**config.mk**
```make
export PLATFORM = sky130hd
export DESIGN_NAME = iqdemap_wr_sched
export DESIGN_NICKNAME = d
export VERILOG_FILES = /design/src/rtl/iqdemap_pkg.sv /design/src/rtl/iqdemap_lane_buf.sv /design/src/rtl/iqdemap_wr_sched.sv
export SDC_FILE = /design/constraint.sdc
export NUM_CORES = 1
export LEC_CHECK = 0
export ABC_AREA = 1
export CORE_ASPECT_RATIO = 1.1
export CORE_UTILIZATION = 30
export DETAILED_ROUTE_END_ITERATION = 16
export GPL_TIMING_DRIVEN = 0
export RECOVER_POWER = 25
export SYNTH_ARGS = -nofsm -noshare
export SYNTH_HDL_FRONTEND = slang
export SYNTH_HIERARCHICAL = 1
export SYNTH_SLANG_ARGS = --single-unit
```
**constraint.sdc**
```tcl
create_clock -name CLK -period 2.7 [get_ports CLK]
set_input_delay 0.675 -clock CLK [delete_from_list [all_inputs] [get_ports CLK]]
set_output_delay 0.675 -clock CLK [all_outputs]
set_load 0.02 [all_outputs]
```
**src/rtl/iqdemap_pkg.sv**
```systemverilog
// Shared types and constants for the IQ demapper write scheduler.
// Holds the scheduler state encoding and the lane index constants.
package iqdemap_pkg;

  localparam int IQ_DATA_W = 128;

  localparam logic LANE_BPSK = 1'b0;
  localparam logic LANE_QPSK = 1'b1;

  typedef enum logic [1:0] {
    IDLE,
    RUN,
    WAIT_ACK,
    DONE
  } state_t;

endpackage

```
**src/rtl/iqdemap_lane_buf.sv**
```systemverilog
// One-word holding buffer for a demapper lane.
// A load on a full buffer is dropped unless the word is cleared the same cycle.
module iqdemap_lane_buf
  import iqdemap_pkg::*;
#(
  parameter int W = IQ_DATA_W
) (
  input  logic         CLK,
  input  logic         RST,
  input  logic         load,
  input  logic         clr,
  input  logic         flush,
  input  logic [W-1:0] d,
  output logic         full,
  output logic [W-1:0] q,
  output logic         drop
);

  assign drop = load & full & ~clr & ~flush;

  always_ff @(posedge CLK) begin
    if (RST) begin
      full <= 1'b0;
      q    <= '0;
    end else if (flush) begin
      full <= 1'b0;
    end else if (load && (!full || clr)) begin
      full <= 1'b1;
      q    <= d;
    end else if (clr) begin
      full <= 1'b0;
    end
  end

endmodule

```
**src/rtl/iqdemap_wr_sched.sv**
```systemverilog
// Write scheduler: two lane buffers, arbiter and req/ack writer port.
// Define IQDEMAP_WR_SCHED_FIXED_PRIO_EN for fixed lane-0 priority.
module iqdemap_wr_sched
  import iqdemap_pkg::*;
#(
  parameter int DATA_W      = IQ_DATA_W,
  parameter int ADDR_W      = 10,
  parameter int FRAME_WORDS = 16
) (
  input  logic              CLK,
  input  logic              RST,
  input  logic              ce,
  input  logic              start,
  input  logic              in0_valid,
  input  logic [DATA_W-1:0] in0_data,
  input  logic              in1_valid,
  input  logic [DATA_W-1:0] in1_data,
  output logic              wr_req,
  output logic [ADDR_W-1:0] wr_addr,
  output logic [DATA_W-1:0] wr_data,
  input  logic              wr_ack,
  output logic              busy,
  output logic              done,
  output logic              overflow
);

  localparam logic [ADDR_W:0] LAST = FRAME_WORDS[ADDR_W:0];

  state_t state_q, state_d;

  logic [ADDR_W-1:0] addr_q, addr_d;
  logic [ADDR_W:0]   cnt_q, cnt_d;
  logic [ADDR_W:0]   cnt_inc;
  logic              gnt_q, gnt_d;
  logic              sel;
  logic              sel_both;

  logic              wr_req_d;
  logic [ADDR_W-1:0] wr_addr_d;
  logic [DATA_W-1:0] wr_data_d;
  logic              busy_d;
  logic              done_d;
  logic              overflow_d;

  logic              capture;
  logic              ack_ok;
  logic              flush;
  logic              ld0, ld1;
  logic              clr0, clr1;
  logic              full0, full1;
  logic              drop0, drop1;
  logic [DATA_W-1:0] q0, q1;

  assign capture = (state_q == RUN) || (state_q == WAIT_ACK);
  assign ack_ok  = (state_q == WAIT_ACK) && wr_ack;
  assign flush   = (state_q == DONE);
  assign ld0     = capture & ce & in0_valid;
  assign ld1     = capture & ce & in1_valid;
  assign clr0    = ack_ok & (gnt_q == LANE_BPSK);
  assign clr1    = ack_ok & (gnt_q == LANE_QPSK);
  assign cnt_inc = cnt_q + 1'b1;

  iqdemap_lane_buf #(.W(DATA_W)) u_buf0 (
    .CLK   (CLK),
    .RST   (RST),
    .load  (ld0),
    .clr   (clr0),
    .flush (flush),
    .d     (in0_data),
    .full  (full0),
    .q     (q0),
    .drop  (drop0)
  );

  iqdemap_lane_buf #(.W(DATA_W)) u_buf1 (
    .CLK   (CLK),
    .RST   (RST),
    .load  (ld1),
    .clr   (clr1),
    .flush (flush),
    .d     (in1_data),
    .full  (full1),
    .q     (q1),
    .drop  (drop1)
  );

`ifdef IQDEMAP_WR_SCHED_FIXED_PRIO_EN
  assign sel_both = LANE_BPSK;
`else
  logic rr_q, rr_d;

  assign sel_both = rr_q;

  // Pointer names the lane that wins the next tie.
  always_ff @(posedge CLK) begin
    if (RST) rr_q <= LANE_BPSK;
    else     rr_q <= rr_d;
  end

  always_comb begin
    rr_d = rr_q;
    if (ack_ok) rr_d = ~gnt_q;
  end
`endif

  always_comb begin
    sel = LANE_BPSK;
    unique case (1'b1)
      full0 & ~full1: sel = LANE_BPSK;
      ~full0 & full1: sel = LANE_QPSK;
      full0 & full1:  sel = sel_both;
      default:        sel = LANE_BPSK;
    endcase
  end

  always_ff @(posedge CLK) begin
    if (RST) begin
      state_q  <= IDLE;
      addr_q   <= '0;
      cnt_q    <= '0;
      gnt_q    <= LANE_BPSK;
      wr_req   <= 1'b0;
      wr_addr  <= '0;
      wr_data  <= '0;
      busy     <= 1'b0;
      done     <= 1'b0;
      overflow <= 1'b0;
    end else begin
      state_q  <= state_d;
      addr_q   <= addr_d;
      cnt_q    <= cnt_d;
      gnt_q    <= gnt_d;
      wr_req   <= wr_req_d;
      wr_addr  <= wr_addr_d;
      wr_data  <= wr_data_d;
      busy     <= busy_d;
      done     <= done_d;
      overflow <= overflow_d;
    end
  end

  always_comb begin
    state_d    = state_q;
    addr_d     = addr_q;
    cnt_d      = cnt_q;
    gnt_d      = gnt_q;
    wr_req_d   = wr_req;
    wr_addr_d  = wr_addr;
    wr_data_d  = wr_data;
    busy_d     = busy;
    done_d     = 1'b0;
    overflow_d = overflow | drop0 | drop1;
    unique case (state_q)
      IDLE: begin
        if (start) begin
          addr_d     = '0;
          cnt_d      = '0;
          overflow_d = 1'b0;
          busy_d     = 1'b1;
          state_d    = RUN;
        end
      end
      RUN: begin
        if (full0 || full1) begin
          gnt_d     = sel;
          wr_data_d = sel ? q1 : q0;
          wr_addr_d = addr_q;
          wr_req_d  = 1'b1;
          state_d   = WAIT_ACK;
        end
      end
      WAIT_ACK: begin
        if (wr_ack) begin
          wr_req_d = 1'b0;
          addr_d   = addr_q + 1'b1;
          cnt_d    = cnt_inc;
          if (cnt_inc == LAST) begin
            done_d  = 1'b1;
            busy_d  = 1'b0;
            state_d = DONE;
          end else begin
            state_d = RUN;
          end
        end
      end
      DONE: begin
        state_d = IDLE;
      end
      default: begin
        state_d = IDLE;
      end
    endcase
  end

endmodule
```
; ---- After elaboration in Yosys (flattened, before gate mapping)
; Index checks and enable logic that the tools add are counted.
[word_totals]
input_bits = 263
regBits = 425
wordCells = 97
[op_classes]
eq_ne = 8
add_sub_neg = 2
mux = 27
bitwise_logic = 22
n_reduce_logical = 23
[op_table]
columns = operator, n
row1 = $mux W128, 1
row2 = $mux W11, 2
row3 = $pmux W11 S2, 1
row4 = $mux W10, 2
row5 = $pmux W10 S2, 1
row6 = $and A1 B1 Y1, 13
row7 = $mux W1, 12
row8 = $add A11 B1 Y11 const B, 1
row9 = $eq A11 B5 Y1 const B, 1
row10 = $add A10 B1 Y10 const B, 1
row11 = $reduce_and A3 Y1, 3
row12 = $mux W2, 4
row13 = $pmux W2 S4, 1
row14 = $reduce_bool A2 Y1, 4
row15 = $not A1 Y1, 7
row16 = $pmux W1 S2, 3
row17 = $reduce_and A2 Y1, 3
row18 = $eq A2 B2 Y1 const B, 2
row19 = $logic_or A1 B1 Y1, 4
row20 = $ne A2 B1 Y1 const B, 2
row21 = $ne A2 B2 Y1 const B, 2
row22 = $reduce_and A4 Y1, 1
row23 = $logic_and A1 B1 Y1, 3
row24 = $reduce_or A3 Y1, 1
row25 = other kinds (5), 7

; ---- Depth between registers and ports, before layout
[logic_depth]
word_depth = 11
depth_mapped = 12
depth_no_buf = 12

; ---- By module
; Netlist, hierarchy kept.
[modules_own_cells]
columns = mod, instances, cells_each, area_per_inst_um2, seq_area_each_um2
row1 = iqdemap_lane_buf, 2, 847, 5861.9, 2582.5
row2 = iqdemap_wr_sched, 1, 1103, 7873.8, 3343.2

; ---- Worst setup path after synthesis
; OpenSTA, ideal clock, no wires.
[synth_path]
path_kind = reg2reg
start = register state_q[0]
end = register overflow
required_ps = 2578
stages_incl_launch_ff = 11
arrival_time_ps = 1814
n_path_buf = 2
setup_time_ps = 122
setup_slack_ps = 764
period_less_slack_ps = 1936
cell_sequence = dfxtp_1 -> inv_1 -> ha_1 -> nand2_2 -> nor2_1 -> inv_1 -> nand2_2 -> buf_2 -> buf_2 -> nor3_1 -> o311a_1
[synth_lines]
columns = item, line
row1 = start: declaration, iqdemap_wr_sched.sv:29  ; state_t state_q, state_d;
row2 = start signal: assignment, iqdemap_wr_sched.sv:129  ; state_q <= state_d;
row3 = $eq A2 B2 Y1 (*), iqdemap_wr_sched.sv:55  ; assign ack_ok = (state_q == WAIT_ACK) && wr_ack;
row4 = $logic_and A1 B1 Y1 (*), iqdemap_wr_sched.sv:55
row5 = $and A1 B1 Y1 (*), iqdemap_wr_sched.sv:59  ; assign clr0 = ack_ok & (gnt_q == LANE_BPSK);
row6 = net clr0, iqdemap_wr_sched.sv:49  ; logic clr0, clr1;
row7 = $not A1 Y1 (*), iqdemap_lane_buf.sv:19  ; assign drop = load & full & ~clr & ~flush;
row8 = $and A1 B1 Y1 (*) (2 in a row), iqdemap_lane_buf.sv:19
row9 = net drop0, iqdemap_wr_sched.sv:51  ; logic drop0, drop1;
row10 = $or A1 B1 Y1 (*) (2 in a row), iqdemap_wr_sched.sv:152  ; overflow_d = overflow | drop0 | drop1;
row11 = $mux W1, iqdemap_wr_sched.sv:155  ; if (start) begin
row12 = $mux W1 (*), iqdemap_wr_sched.sv:153  ; unique case (state_q)
row13 = end signal: assignment, iqdemap_wr_sched.sv:138  ; overflow <= overflow_d;
row14 = end: declaration, iqdemap_wr_sched.sv:24  ; output logic overflow
; Mark *: on every way through the listed nets, which the timed path passes. The rest lies on a longest branch.
; A chain may end at the register's enable or synchronous reset.

; ---- Worst setup path in the final report
[layout_path]
start = input port RST
end = register wr_data[13]
[layout_lines]
columns = item, line
row1 = start: declaration, iqdemap_wr_sched.sv:11  ; input logic RST,
row2 = end signal: assignment, iqdemap_wr_sched.sv:135  ; wr_data <= wr_data_d;
row3 = end: declaration, iqdemap_wr_sched.sv:20  ; output logic [DATA_W-1:0] wr_data,
; No word-level cell between the ends.

==> metrics.txt <==
synthesis-stage register bit count=425; largest net degree at the start of global routing=13; hold path cells=2; core area=64,080 µm²; RSZ-0062 raised after global routing=false; clk buf depth=3; GPL Wtd Cong=0.8624; DRT Pass-1 Iters=8; Met3 Wirelength=4.638 mm; Ys Warns=6; clock sinks=425; count leader, synth=nand2_1; Post-synth EDFFs=0; leakage power=11.67 nW; Area growth syn-to-layout=33.61%; clock root cell=clkbuf_16; vias in the first global route=18,490; critical path's largest stage delay=540 ps; I/O Pins=405; via count=19,130; sequential area share after synthesis=0.4341; Die Footprint=66,350 µm²; Max H-tree Level=2; Worst-Margin Slew=1272 ps; Critical R2R Launch=state_q[0]; most common flop cell mapped by yosys=dfxtp_1; R2R depth=10; drt via density=4.632; number of buffers created by CTS=48; FFs w/ async S/R, synth=0; Port Buffers=404; Worst Setup SP=RST; final setup violation count=0; GRT overflow=0; max-slew violations=0; Critical Path AT=3090 ps; total power per unit cell area=783.5 nW/µm²; synthesized area=19,600 µm²; Initial Util=0.3058; WP buf/inv=6; critical path fanouts, max=10; GRT Overall Usage=0.2053; first-pass GRT wire length=105.6 mm; initial antenna violation count=18; share of cells above drive strength 1=0.08245; insertion delay to the later sink of the worst-skew pair=580 ps; CTS tree=built; Synth Area per Inst=7.007 µm²; startpoint types=input pin; final hold slack=459.0 ps; antenna-violating nets left=0; Tot Pwr=20.51 mW; fin nets=3,521; drt initial violations=994; Remaining DRCs=0; row count=97; post-CTS setup buffer count=0; Synth Net Count=3,066; CP max stage cell=clkdlybuf4s50_1; hold_buf cts=0; fmax=0.3890 GHz; largest cells by area after synthesis=dfxtp_1, nand2_1, nand3_1, inv_1, a21oi_1; routed length on met2=32.51 mm; crit path time final=2571 ps; Crit path max-delay family=buffers and inverters; Hold Crit Class=reg -> reg; Worst-path clk slew=60 ps; crit path kind=in -> reg; DR top layer=met5; Worst Skew=18.50 ps; routed len/inst=16.88 µm; Yosys cell types=40; crit-path cells=clkdlybuf4s50_1, clkbuf_1, inv_2, buf_2, clkbuf_1, o211ai_1, inv_1; Synth Instances=2,797; status=finished clean; Crit path top cell by count=clkbuf_1; critical path depth=7; largest area contributor in the netlist=dfxtp_1; Detailed Place HPWL=52.36 mm; Die Y-Extent=270.1 µm; DRT met1 WL=30.79 mm; width of the die=245.7 µm; Critical Path End Type=register; Max transition margin=0.1518; Req. time, crit path=3220 ps; FILL cells=6,798; Final Hold Fails=0; leading cell types by count after synthesis=nand2_1, dfxtp_1, inv_1; min-delay src=rr_q; Final period util=0.9521; max_cap viols=0; Peak VDD IR=0.0003899 V; Total Wirelength=69.72 mm; top-area cell type share of the netlist area=0.4341
==> cell type report <==
cell class	count	area, µm²	share of cell area
Multi-Input combinational cell	1734	8088	0.3089
Clock buffer	74	1440	0.05500
Timing Repair Buffer	405	4059	0.1550
Sequential cell	425	8508	0.3249
Tap cell	841	1052	0.04019
Clock inverter	11	65.06	0.002485
Antenna cell	2	5.005	0.0001911
Inverter	421	1582	0.06040
Buffer	217	1385	0.05290
==> cells in the final DEF (no fill, tap or decap), types with 2 or more instances in the layout <==
master           count
nand2_2              7
clkinv_2             8
nor3_1              10
nand2_1            574
buf_1                4
o21ai_1              2
inv_2                3
and3_1               2
clkbuf_8            24
inv_6                2
a21oi_2              3
nand3_1            400
o211ai_1           128
buf_4               10
inv_1              416
dfxtp_1            425
a21oi_1            287
diode_2              2
nand3b_1             2
nor2_1             274
buf_2              110
nor2_4               3
buf_6               36
clkbuf_1            56
clkbuf_16           49
nor2_2               5
ha_1                 5
dlygate4sd3_1       27
o21ai_0             17
nand3_2              3
clkdlybuf4s50_1    377
==> final timing paths <==
kind / end / slack (ps)
setup reg to reg: overflow / 310
hold / removal: rr_q / 460
setup / recovery: wr_data[13] / 130
hold reg to reg: rr_q / 460
==> where the power goes <==
part / total (mW) / internal [mW] / leakage [nW] / switching (mW)
clock: 6.35 / 3.66 / 0.746 / 2.69
combinational: 6.22 / 2.50 / 7.47 / 3.73
sequential: 7.94 / 7.35 / 3.45 / 0.595
total: 20.5 / 13.5 / 11.7 / 7.01
==> sequential cells by signal, summed over array words and instances (netlist names) <==
signal       cells
wr_addr         10
addr_q          10
gnt_q            1
overflow         1
u_buf0/q       128
state_q          2
rr_q             1
u_buf0/full      1
u_buf1/q       128
wr_data        128
wr_req           1
cnt_q           11
busy             1
u_buf1/full      1
done             1
==> kinds of logic (layout without fill, tap and decap cells) <==
| group | after synthesis | count (layout) | synth area share |
|---|---|---|---|
| adders and majority gates | 6 | 6 | 0.003831 |
| buffers and inverters | 638 | 1128 | 0.1516 |
| AOI/OAI and AO/OA | 445 | 445 | 0.1326 |
| xor gates and xnor gates | 1 | 1 | 0.0004470 |
| DFF | 425 | 425 | 0.4341 |
| and+or+nand+nor | 1282 | 1282 | 0.2773 |
| other | 0 | 2 | 0 |
==> per-stage QoR <==
step / TNS, ps / util / std cells / area, µm² / setup WS (ps)
finish: 0 / 0.4086 / 4130 / 26180 / 129.4
global route: 0 / 0.4086 / 4129 / 26180 / 46.84
CTS: 0 / 0.4092 / 4128 / 26230 / 39.67
detailed placement: -100510 / 0.3856 / 4043 / 24710 / -621.3
global placement: -103630 / 0.3853 / 4042 / 24690 / -612.7
floorplan: 0 / - / 2797 / 19600 / 764.3
==> worst min-delay path, cell delays in order, from the launching register on <==
cell and delay (ps):
dfxtp_1 310, inv_1 50, a211oi_1 60
==> repair_timing <==
item | CTS | global route
pin swaps | 0 | 0
endpoints found under the hold margin | 0 | 0
setup endpoints to repair | 101 | 58
resized for setup | 4 | 3
==> per-layer routing <==
metal	track usage	vias to the layer above
li1	-	9799
met1	0.2618	8680
met2	0.3426	505
met3	0.04938	118
met4	0.05525	28
met5	0	-
(Power assumes the default switching activity.)
